[src/rtl/cpu_types_pkg.sv]
// Shared datapath/memory types: RAM handshake states and bus arbiter FSM states.
// arb_state_t encoding doubles as the external gnt code.
package cpu_types_pkg;

    typedef enum logic [1:0] {
        FREE   = 2'd0,
        BUSY   = 2'd1,
        ACCESS = 2'd2,
        ERROR  = 2'd3
    } ramstate_t;

    typedef enum logic [1:0] {
        IDLE   = 2'd0,
        SERV_I = 2'd1,
        SERV_D = 2'd2
    } arb_state_t;

endpackage

[src/rtl/arb_starve_counter.sv]
// Saturating count of data completions won while fetch waits; clear dominates increment.
module arb_starve_counter #(
    parameter int LIMIT = 4,
    parameter int CW    = $clog2(LIMIT + 1)
) (
    input  logic          CLK,
    input  logic          nRST,
    input  logic          inc,
    input  logic          clr,
    output logic [CW-1:0] cnt,
    output logic          at_limit
);

    localparam logic [CW-1:0] LIM = CW'(LIMIT);

    always_ff @(posedge CLK or negedge nRST) begin
        if (!nRST)                      cnt <= '0;
        else if (clr)                   cnt <= '0;
        else if (inc && (cnt != LIM))   cnt <= cnt + 1'b1;
    end

    assign at_limit = (cnt == LIM);

endmodule

[src/rtl/mem_bus_arbiter.sv]
// Single-port RAM arbiter between instruction fetch and data access.
// Grant is registered; RAM request and completion signals are forwarded live from the granted side.
module mem_bus_arbiter
    import cpu_types_pkg::*;
#(
    parameter int STARVE_LIMIT = 4,
    parameter int ERRCNT_W     = 8
) (
    input  logic                CLK,
    input  logic                nRST,
    input  logic                iREN,
    input  logic [31:0]         iaddr,
    output logic                iwait,
    output logic [31:0]         iload,
    input  logic                dREN,
    input  logic                dWEN,
    input  logic [31:0]         daddr,
    input  logic [31:0]         dstore,
    output logic                dwait,
    output logic [31:0]         dload,
    output logic                ramREN,
    output logic                ramWEN,
    output logic [31:0]         ramaddr,
    output logic [31:0]         ramstore,
    input  logic [31:0]         ramload,
    input  logic [1:0]          ramstate,
    output logic [1:0]          gnt,
    output logic [ERRCNT_W-1:0] err_count
);

    localparam int SCW = $clog2(STARVE_LIMIT + 1);

    arb_state_t     state;
    ramstate_t      rs;
    logic           d_pend;
    logic           i_live, d_live;
    logic           i_done, d_done;
    logic           err_hit;
    logic           starve_lim;
    logic [SCW-1:0] starve_cnt;
    logic [31:0]    iload_q, dload_q;

    assign rs      = ramstate_t'(ramstate);
    assign d_pend  = dREN | dWEN;
    assign i_live  = (state == SERV_I) && iREN;
    assign d_live  = (state == SERV_D) && d_pend;
    assign i_done  = i_live && (rs == ACCESS);
    assign d_done  = d_live && (rs == ACCESS);
    assign err_hit = (i_live || d_live) && (rs == ERROR);
    assign gnt     = state;

    arb_starve_counter #(.LIMIT(STARVE_LIMIT), .CW(SCW)) u_starve (
        .CLK      (CLK),
        .nRST     (nRST),
        .inc      (d_done && iREN),
        .clr      (i_done || ((state == IDLE) && !iREN)),
        .cnt      (starve_cnt),
        .at_limit (starve_lim)
    );

    always_ff @(posedge CLK or negedge nRST) begin
        if (!nRST) begin
            state     <= IDLE;
            iload_q   <= '0;
            dload_q   <= '0;
            err_count <= '0;
        end else begin
            if (i_done) iload_q <= ramload;
            if (d_done) dload_q <= ramload;
            if (err_hit && (err_count != '1)) err_count <= err_count + 1'b1;
            case (state)
                IDLE: begin
                    if (d_pend && !(iREN && starve_lim)) state <= SERV_D;
                    else if (iREN)                      state <= SERV_I;
                end
                // a dropped request is a flush: leave without completing
                SERV_I: if (!iREN || i_done)   state <= IDLE;
                SERV_D: if (!d_pend || d_done) state <= IDLE;
                default: state <= IDLE;
            endcase
        end
    end

    always_comb begin
        iwait    = 1'b1;
        dwait    = 1'b1;
        ramREN   = 1'b0;
        ramWEN   = 1'b0;
        ramaddr  = '0;
        ramstore = '0;
        iload    = iload_q;
        dload    = dload_q;
        if (i_live) begin
            ramREN  = 1'b1;
            ramaddr = iaddr;
        end
        if (d_live) begin
            ramaddr  = daddr;
            ramstore = dstore;
            ramWEN   = dWEN;
            ramREN   = dREN & ~dWEN;
        end
        if (i_done) begin
            iwait = 1'b0;
            iload = ramload;
        end
        if (d_done) begin
            dwait = 1'b0;
            dload = ramload;
        end
    end

endmodule

[config.mk]
export PLATFORM = sky130hd
export DESIGN_NAME = mem_bus_arbiter
export DESIGN_NICKNAME = d
export VERILOG_FILES = /design/src/rtl/cpu_types_pkg.sv /design/src/rtl/arb_starve_counter.sv /design/src/rtl/mem_bus_arbiter.sv
export SDC_FILE = /design/constraint.sdc
export NUM_CORES = 1
export LEC_CHECK = 0
export BUFFER_PORTS_ARGS = -buffer_cell sky130_fd_sc_hd__buf_4
export CORE_AREA = 4 4 105 107
export DETAILED_ROUTE_END_ITERATION = 16
export DIE_AREA = 0 0 109 111
export PLACE_DENSITY = 0.77
export SETUP_SLACK_MARGIN = 0.4
export SYNTH_ARGS = -nofsm -noshare
export SYNTH_HDL_FRONTEND = slang
export SYNTH_HIERARCHICAL = 1
export SYNTH_SLANG_ARGS = --single-unit
[constraint.sdc]
create_clock -name CLK -period 2.5 [get_ports CLK]
set_input_delay 0 -clock CLK [delete_from_list [all_inputs] [get_ports CLK]]
set_output_delay 0 -clock CLK [all_outputs]
set_load 0.01 [all_outputs]
==> results of run 1 <==
## worst register-to-register path, cell delays in order (launching register included)
cell	delay, ns
dfrtp_2	0.45
nand2b_2	0.23
nor2_4	0.17
nand2_4	0.12
nor2_1	0.18
a21boi_2	0.25
mux2_4	0.31
## registers in the layout, summed over array words and instances (netlist names)
name / count
err_count: 8
dload_q: 32
u_starve/cnt: 3
iload_q: 32
gnt: 2
## kinds of logic (layout without fill, tap and decap cells)
logic type	Yosys count	in the layout	share of synthesized area (%)
muxes	68	68	25.1
DFF	77	77	48.7
adders and majority gates	3	3	0.949
xor gates and xnor gates	5	5	1.11
AOI/OAI and AO/OA	42	42	9.14
buffers and inverters	24	340	4.49
and+or+nand+nor	69	69	10.5
## metrics by stage
| stage | setup slack [ns] | hold WS (ns) | utilization (%) |
|---|---|---|---|
| after floorplan | 0.661 | -0.296 | - |
| after CTS | 0.405 | 0.0900 | 65.7 |
| after global placement | 0.725 | 0.198 | 60.2 |
| after global routing | 0.401 | 0.126 | 66.0 |
| after detailed placement | 0.641 | 0.215 | 60.2 |
| final | 0.498 | 0.118 | 66.0 |
## worst max path at each step
stage                     startpoint               to  cells past startpoint
after floorplan               gnt[0]  u_starve/cnt[0]                      7
after global placement        gnt[0]     err_count[6]                      6
after detailed placement      gnt[0]     err_count[1]                      5
after CTS                     gnt[0]        dload[24]                      6
after global routing          gnt[0]        dload[14]                      6
final                         gnt[0]         iload[0]                      6
## power by group through the flow
stage,Clock (mW),Combinational [mW],Sequential (mW)
floorplan,0,0.691,1.59
global placement,0,1.46,1.59
detailed placement,0,1.48,1.61
CTS,1.03,1.53,1.59
global route,1.09,1.64,1.61
finish,0.989,1.53,1.59
## cells in the final DEF (no fill, tap or decap), types with 2 or more instances in the layout
| cell type | count |
|---|---|
| mux2_4 | 61 |
| a22o_1 | 32 |
| nand2b_1 | 3 |
| nor2_4 | 2 |
| mux2_2 | 5 |
| nand3_1 | 3 |
| buf_4 | 279 |
| xnor2_1 | 4 |
| dlygate4sd3_1 | 34 |
| buf_6 | 2 |
| ha_1 | 3 |
| and2_1 | 34 |
| dfrtp_2 | 2 |
| inv_6 | 2 |
| nand2_1 | 7 |
| a21oi_1 | 3 |
| nand4_1 | 2 |
| clkbuf_8 | 11 |
| nor2_1 | 8 |
| dfrtp_1 | 75 |
| inv_1 | 6 |
| clkinv_4 | 2 |
| a2111oi_0 | 2 |
## per-layer routing
layer | vias up | global-route usage [%] | routed length, um
li1 | 1641 | - | -
met2 | 177 | 36.8 | 6730
met1 | 1685 | 27.3 | 5490
met5 | - | 0 | 0
met4 | 0 | 5.56 | 221
met3 | 19 | 6.41 | 1010
## layout make-up
type	count	area, um^2
Multi-Input combinational cell	187	1850
Tap cell	136	170
Inverter	7	26.3
Clock inverter	5	65.1
Sequential cell	77	1930
Clock buffer	11	151
Timing Repair Buffer	317	2490
Fill cell	731	3450
## repair_timing
action                                 4_1_cts  5_1_grt
buffers inserted                             0        2
hold buffers                                34        0
setup endpoints to repair                   27       55
pin swaps                                    0        1
gates resized for setup                      2        5
endpoints found under the hold margin      143        0
==> metrics.md, run 1 <==
| Metric | Value |
|---|---|
| CTS tree | built |
| IO buf count | 276 |
| FP Rows | 37 |
| Clk_skew | 0.0129 ns |
| IO Pins | 277 |
| Status | finished, final reports clean |
| Root buf cell | clkbuf_8 |
| Yosys top cell area share | 48.7% |
| Pwr Total | 4.11 mW |
| Synth top cells by count | 77 x dfrtp_1, 61 x mux2_4, 35 x and2_1, 32 x a22o_1, 8 x nor2_1 |
| Antenna-violating nets left | 0 |
| Initial detailed-routing violation count | between 150 and 200 |
| Dpl cells | 688 |
| Die ar. | between 10000 and 15000 um^2 |
| Gpl congestion | 0.957 |
| Worst Path Buf+Inv | 2 |
| Synthesized cell area | between 3000 and 4000 um^2 |
| Post-synth EDFFs | 0 |
| CTS Buf Count | 9 |
| Tot GR Track Use | 21.9% |
| Via-to-Cell Ratio | 4.76 |
| DR WL/cell | around 18 um |
| Hold path depth | 4 |
| Via count | 3522 |
| Clock sink count | 77 |
| Setup TNS | 0 ns |
| MaxCap Viol Count | 0 |
| Largest net degree at the start of global routing | 78 |
| CTS H-tree lvls | 3 |
| Drt drc | 0 |
| GRT overflow | 0 |
| Comb pwr share | about 37% |
| Count leader, synth | dfrtp_1 |
| Worst VDD drop | about 0.38 mV |
| Slowest cell on the critical path | dfrtp_2 |
| Max Fclk | 500 MHz |
| Max Slew Vio Count | 0 |
| Startpoint type of the worst setup path | flop |
| Reg2reg start | gnt[0] |
| Leakage | 3.55 nW |
| Clk_lat worst skew | 0.35 ns |
| Initial antenna violation count | 0 |
| Starting density of the core | between 30% and 40% |
| Max Buffers Root-to-Sink | 2 |
| Synth Flop Type | dfrtp_1 |
| Die Span Y | 111 um |
| WS Path Type | flop to output pin |
| Worst-path cell chain | nand2_1, nor2_4, and2_4, buf_12, mux2_2, buf_4 |
| Net switching power | 1.22 mW |
| Mapped Nets | 426 |
| RSZ-0062 raised after global routing | no |
| Finished Layout Cells | 740 |
| Slew HR | 35.7% |
| Design Area, Final | approximately 6700 um^2 |
| YS warnings | 6 |
| Post-Syn Instances | 288 |
| Area Overhead vs Synth | 69.1% |
| PwrDens | 614 nW/um^2 |
| Vias in the first global route | roughly 3800 |
| Worst-path fanout max | 26 |
| Sequential share of power | 38.6% |
| Synth cell types | 40 |
| First-pass GRT wire length | 20500 um |
| # diodes | 0 |
| RR Endpoint | u_starve/cnt[0] |
| Nets@finish | 737 |
| Chip Width | between 100 and 150 um |
| Post-synth top area cell | dfrtp_1 |
| Area of the core | 10100 um^2 |
| Slew @ Worst Pin | a little under 1 ns |
| Seq/Total Area, Yosys | ~49% |
| TritonRoute pass-1 iters | 4 |
| Tcrit/Tclk final | 80.1% |
| Hold_sp | dREN |
| Reg2reg path depth | 6 |
| Yosys reg bits | 77 |
| Tmin final | 2.00 ns |
| Placed cell area | 6100 um^2 |
| CP arrival | 2.00 ns |
| Share of cells above drive strength 1 | 62.4% |
| Switching share of power | 29.6% |
| Worst hold endpoint | gnt[0] |
| Worst-path clk slew | 0.07 ns |
| Setup violators final | 0 |
| FFs w/ async S/R, synth | 100% |
| Synth Area per Inst | 13.7 um^2 |
| Synth top area cells | dfrtp_1 49%, mux2_4 23%, a22o_1 7.1% |
| DP Wirelength | 10300 um |
| Worst path top cell family by delay | simple AND/OR/NAND/NOR gates |
| Clock share of power | between 20% and 30% |
| Hold Path Class | input pin to flop |
| Critical Path RT | ~2.5 ns |
| Wirelength, routed | 13400 um |
| Final Hold Fails | 0 |
| Reg-to-reg slack, setup | 0.68 ns |
| Pint | 2.89 mW |
| Worst Setup End Kind | output pin |
| Slowest stage delay, CP | 0.43 ns |
Note: power is estimated with default switching activity, not from simulation.
==> run 2: changes to the inputs <==
- ABC_AREA: unset -> 1
- CORE_AREA: 4 4 105 107 -> unset
- CORE_MARGIN: unset -> 4
- CORE_UTILIZATION: unset -> 37
- DIE_AREA: 0 0 109 111 -> unset
- PLACE_DENSITY: 0.77 -> 0.76
- clock period: 2.5 -> 1.75 ns (I/O delays scaled with it)
==> metrics.md, run 2 <==
| Metric | Value |
|---|---|
| Synth top cells by count | 114 x nand2_1, 83 x inv_1, 77 x dfrtp_1, 43 x nor2_1, 42 x o21ai_1 |
| Initial antenna violation count | 0 |
| Post-synthesis adder-cell area fraction | 0.958% |
| Final WS setup | -0.0761 ns |
| Worst-path clk slew | 0.09 ns |
| MaxCap Viol Count | 0 |
| CTS tree | built |
| Yosys top cell area share | 49.2% |
| Die ar. | approximately 12000 um^2 |
| Antenna-violating nets left | 0 |
| DR WL/cell | 23.6 um |
| Leakage | between 4 and 5 nW |
| Drt drc | 0 |
| Nets@finish | 943 |
| Synth Area in Compound Gates | a little under a fifth |
| Setup violators final | 31 |
| # diodes | 0 |
| Count leader, synth | nand2_1 |
| Chip Width | 111 um |
| Final Hold Fails | 0 |
| Yosys reg bits | 77 |
| Area of the core | 10300 um^2 |
| Starting density of the core | ~38% |
| Finished Layout Cells | 944 |
| Multiplexer share of the synthesized area | 0% |
| CTS H-tree lvls | 3 |
| Commonest cells after routing, fill and taps aside | 229 x buf_4, 82 x inv_1, 75 x dfrtp_1 |
| WS Path Type | flop to output pin |
| Slew HR | between 20 and 30% |
| Post-Synth XOR/XNOR Area | 0.670% |
| Largest registers | dload_q (32), iload_q (32), err_count (8) |
| Simple-gate share of the synthesized area | 18.4% |
| Share of cells above drive strength 1 | 63.4% |
| Reg2reg path depth | 11 |
| Design Area, Final | 8640 um^2 |
| RR Endpoint | u_starve/cnt[2] |
| Worst Setup End Kind | output pin |
| Clk_lat worst skew | 0.36 ns |
| Synthesized cell area | 3920 um^2 |
| Critical Path RT | 1.75 ns |
| Seq/Total Area, Yosys | about half |
| TritonRoute pass-1 iters | 5 |
| Post-synth top area cell | dfrtp_1 |
| Synth Flop Type | dfrtp_1 |
| Status | finished, violations left |
| Reg2reg start | gnt[0] |
| Worst VDD drop | approximately 0.87 mV |
| Via-to-Cell Ratio | 5.37 |
| Synth Area per Inst | approximately 8.3 um^2 |
| DP Wirelength | 10900 um |
| Tcrit/Tclk final | 104% |
| Max Buffers Root-to-Sink | 2 |
| YS warnings | 6 |
| CP startpoint | gnt[1] |
| Tot GR Track Use | between 30% and 40% |
| RSZ-0062 raised after global routing | yes |
| Clock sink count | a little under 80 |
| Synth top area cells | dfrtp_1 49%, nand2_1 11%, inv_1 8.0% |
| Hold path depth | 3 |
| Placed cell area | 6230 um^2 |
| Hold Path Class | input pin to flop |
| Slowest stage delay, CP | ~0.4 ns |
| First-pass GRT wire length | about 30000 um |
| Most common cell after layout, fill and taps aside | buf_4 |
| Die Span Y | ~110 um |
| Worst-path cell chain | inv_2, nand3_4, inv_8, nand2_8, buf_12, o21ai_4, buf_6 |
| FFs w/ async S/R, synth | 100% |
| Post-Syn Instances | 472 |
| GRT overflow | 0 |
| Max Fclk | ~550 MHz |
| CTS Buf Count | 9 |
| Vias in the first global route | 5212 |
| CP arrival | 1.83 ns |
| Area Overhead vs Synth | 120% |
| Synth cell types | 25 |
| Via count | 5068 |
| Max Slew Vio Count | 0 |
| Clk_skew | ~0.025 ns |
| Post-synth EDFFs | 0 |
| Largest net degree at the start of global routing | 52 |
| PwrDens | about 1400 nW/um^2 |
| Violated checks | negative setup slack |
| Main combinational cell family by area after synthesis | simple AND/OR/NAND/NOR gates |
| Reg-to-reg slack, setup | 0.15 ns |
| Mapped Nets | 610 |
| IO buf count | ~280 |
| Crit path to | iload[12] |
| Layout fillers | 495 |
| Tmin final | roughly 1.8 ns |
| Worst-path fanout max | 8 |
| Slowest cell on the critical path | dfrtp_1 |
| Gpl congestion | between 1 and 1.5 |
| Root buf cell | clkbuf_8 |
| FP Rows | 37 |
| Slew @ Worst Pin | 1.07 ns |
| Wirelength, routed | 22300 um |
| Startpoint type of the worst setup path | flop |
| Initial detailed-routing violation count | 355 |
| Dpl cells | 869 |
| IO Pins | 277 |
[run 2: timing repair]
action | CTS | global route
pin swaps | 3 | 10
resized for setup | 214 | 120
buffers inserted | 11 | 12
gates cloned | 19 | 1
hold endpoints to repair | 80 | 0
hold buffers | 18 | 0
setup endpoints to repair | 200 | 207
[run 2: cells by family (layout without fill, tap and decap cells)]
kind of cell,after synthesis,count (layout)
and+or+nand+nor,177,181
DFF,77,77
adders and majority gates,3,3
xor gates and xnor gates,3,3
AOI/OAI and AO/OA,103,103
buffers and inverters,109,441
[run 2: area by class of cell]
| cell class | count | area [um^2] | area share (%) |
|---|---|---|---|
| Sequential cell | 77 | 1930 | 22.3 |
| Inverter | 86 | 345 | 4.00 |
| Clock buffer | 9 | 124 | 1.43 |
| Timing Repair Buffer | 341 | 3280 | 38.0 |
| Tap cell | 136 | 170 | 1.97 |
| Multi-Input combinational cell | 290 | 2740 | 31.7 |
| Clock inverter | 5 | 53.8 | 0.623 |
[run 2: worst max-delay path, delay by kind of cell, from the launching register on]
kind,cells,cell delay (ns)
AOI/OAI and AO/OA,1,0.21
and+or+nand+nor,2,0.24
buffers and inverters,4,0.61
DFF,1,0.41
[run 2: per-layer routing]
layer	part of all wire, %	up-vias	GRT usage, %
met5	0	-	0
met4	3.5	0	10.2
met3	8.5	65	6.44
met2	52	364	54.1
met1	36	2479	35.7
li1	-	2160	-
[run 2: metrics by stage]
| step | util, % | setup TNS, ns | setup slack, ns | total power [mW] | hold slack, ns |
|---|---|---|---|---|---|
| finish | 83.7 | -0.811 | -0.0761 | 12.5 | 0.0248 |
| global route | 83.7 | -3.72 | -0.129 | 12.9 | 0.0208 |
| CTS | 77.8 | 0 | 0.00990 | 10.9 | 0.000780 |
| detailed placement | 60.3 | 0 | 0.131 | 7.70 | 0.0780 |
| global placement | 60.3 | 0 | 0.220 | 7.57 | 0.0721 |
| floorplan | - | 0 | 0.221 | 5.18 | -0.296 |
[run 2: how the worst min path moves through the flow]
stage	startpoint	end
finish	ramload[4]	iload_q[4]
floorplan	nRST	dload_q[0]
CTS	ramload[30]	dload_q[30]
global route	ramload[21]	dload_q[21]
global placement	nRST	dload_q[9]
detailed placement	nRST	dload_q[9]
[run 2: power by group]
part	internal (mW)	total, mW	switching [mW]
combinational	4.07	7.92	3.84
clock	0.641	1.37	0.729
sequential	2.51	3.19	0.681
==> run 3: changes to the inputs <==
- CORE_AREA: unset -> 4 4 105 107
- CORE_MARGIN: 4 -> unset
- CORE_UTILIZATION: 37 -> unset
- DIE_AREA: unset -> 0 0 109 111
- GPL_TIMING_DRIVEN: unset -> 0
- clock period: 1.75 -> 2.19 ns (I/O delays scaled with it)
==> metrics.md, run 3 (synthesized netlist as in run 2, its figures left out) <==
| Metric | Value |
|---|---|
| Clk_lat worst skew | 0.35 ns |
| Commonest cells after routing, fill and taps aside | 278 x buf_4, 83 x inv_1, 76 x dfrtp_1 |
| Chip Width | 109 um |
| Critical Path RT | approximately 2.2 ns |
| Tcrit/Tclk final | 82.8% |
| Die Span Y | between 100 and 150 um |
| Area of the core | 10100 um^2 |
| Max Slew Vio Count | 0 |
| PwrDens | 1090 nW/um^2 |
| First-pass GRT wire length | 22900 um |
| Die ar. | roughly 12000 um^2 |
| DP Wirelength | 10900 um |
| Reg2reg start | gnt[0] |
| Vias in the first global route | 4626 |
| TritonRoute pass-1 iters | 4 |
| Worst-path fanout max | 8 |
| Area Overhead vs Synth | 101% |
| MaxCap Viol Count | 0 |
| Worst-path clk slew | 0.08 ns |
| DR WL/cell | 17.7 um |
| Initial antenna violation count | 0 |
| Pwr Total | about 8.6 mW |
| Gpl congestion | between 0.8 and 0.9 |
| CTS H-tree lvls | 3 |
| WS Path Type | flop to output pin |
| Nets@finish | 966 |
| Largest net degree at the start of global routing | 78 |
| Pre-CTS WS | 0.284 ns |
| Hold_sp | ramstate[0] |
| Antenna-violating nets left | 0 |
| Final WS setup | 0.376 ns |
| Worst VDD drop | 0.863 mV |
| Layout fillers | 658 |
| CTS tree | built |
| CP startpoint | gnt[1] |
| Clk_skew | roughly 0.013 ns |
| GRT overflow | 0 |
| Wirelength, routed | about 17000 um |
| Leakage | 4.30 nW |
| Setup TNS | 0 ns |
| CP arrival | 1.81 ns |
| Slew @ Worst Pin | 0.990 ns |
| Clock sink count | 77 |
| Post-layout util | 77.8% |
| FP Rows | 37 |
| Placed cell area | around 6000 um^2 |
| Design Area, Final | slightly below 8000 um^2 |
| Status | finished, final reports clean |
| Share of cells above drive strength 1 | 56.9% |
| Slew HR | roughly a third |
| Hold Path Class | input pin to flop |
| Final Hold Fails | 0 |
| Starting density of the core | just under 40% |
| CTS Buf Count | 9 |
| Largest registers | dload_q (32), iload_q (32), err_count (8) |
| IO buf count | 276 |
| Max Fclk | around 550 MHz |
| Most common cell after layout, fill and taps aside | buf_4 |
| Tmin final | 1.81 ns |
| Drt drc | 0 |
| Reg-to-reg slack, setup | 0.51 ns |
| Via count | 4657 |
| Worst Setup End Kind | output pin |
| Setup violators final | 0 |
| IO Pins | 277 |
| Max Buffers Root-to-Sink | 2 |
| Initial detailed-routing violation count | 260 |
| Via-to-Cell Ratio | 4.81 |
| Root buf cell | clkbuf_8 |
| Tot GR Track Use | 23.8% |
| RSZ-0062 raised after global routing | yes |
| Startpoint type of the worst setup path | flop |
## run 3: changes by cell type in the layout (fill, tap and decap cells not counted), sizes merged, moves of 2 or more
cell,delta
nand2,-3
dlygate4sd3,+16
buf,+2
inv,+2
clkbuf,+12
clkinv,-4
## run 3: worst max-delay path: stages, from the launching register on
cell,delay [ns]
dfrtp_1,0.40
inv_2,0.14
nand3_4,0.11
inv_4,0.09
nand2_4,0.07
buf_12,0.19
clkbuf_16,0.17
o21ai_4,0.17
buf_6,0.13
## run 3: metrics by stage
stage                     hold WS, ns  std cells
after detailed placement        0.219        884
after floorplan                -0.296        472
after global placement          0.204        884
after global routing           0.0667        968
after CTS                      0.0383        944
final                          0.0665        969
## run 3: area by class of cell
class | instances | area (um^2) | share of cell area (%)
repair buffers | 345 | 2910 | 36.8
multi-input cells | 286 | 2060 | 26.1
flip-flops and latches | 77 | 1930 | 24.4
inverters | 86 | 333 | 4.22
plain buffers | 23 | 283 | 3.58
well taps | 136 | 170 | 2.16
clock buffers | 11 | 151 | 1.92
clock inverters | 4 | 55.1 | 0.698
diodes | 1 | 2.50 | 0.0317
## run 3: final timing paths
kind | to | cells past startpoint
worst min-delay path | err_count[0] | 5
min in group asynchronous | dload_q[5] | 2
worst min register to register | dload_q[10] | 2
worst max-delay path | iload[0] | 8
worst max register to register | u_starve/cnt[0] | 10
max in group asynchronous | gnt[0] | 2
## run 3: where the power goes
part           internal [mW]  leakage (nW)  switching, mW
clock network          0.590         0.102          0.554
registers               2.00          1.00          0.332
logic                   2.62          3.20           2.48
## run 3: routing by layer
metal,global-route usage [%],wire length [um],vias up
met5,0,0,-
met4,10.5,659,0
met3,6.12,1320,47
met2,41.4,9250,194
met1,26.9,5960,2213
li1,-,-,2203
## run 3: timing repair
action / in CTS / in global routing
endpoints found under the setup margin: 77 / 90
buffers inserted: 11 / 18
hold buffers: 34 / 0
pin swaps: 1 / 8
gates resized for setup: 18 / 188
cloned: 0 / 6
hold endpoints to repair: 142 / 0
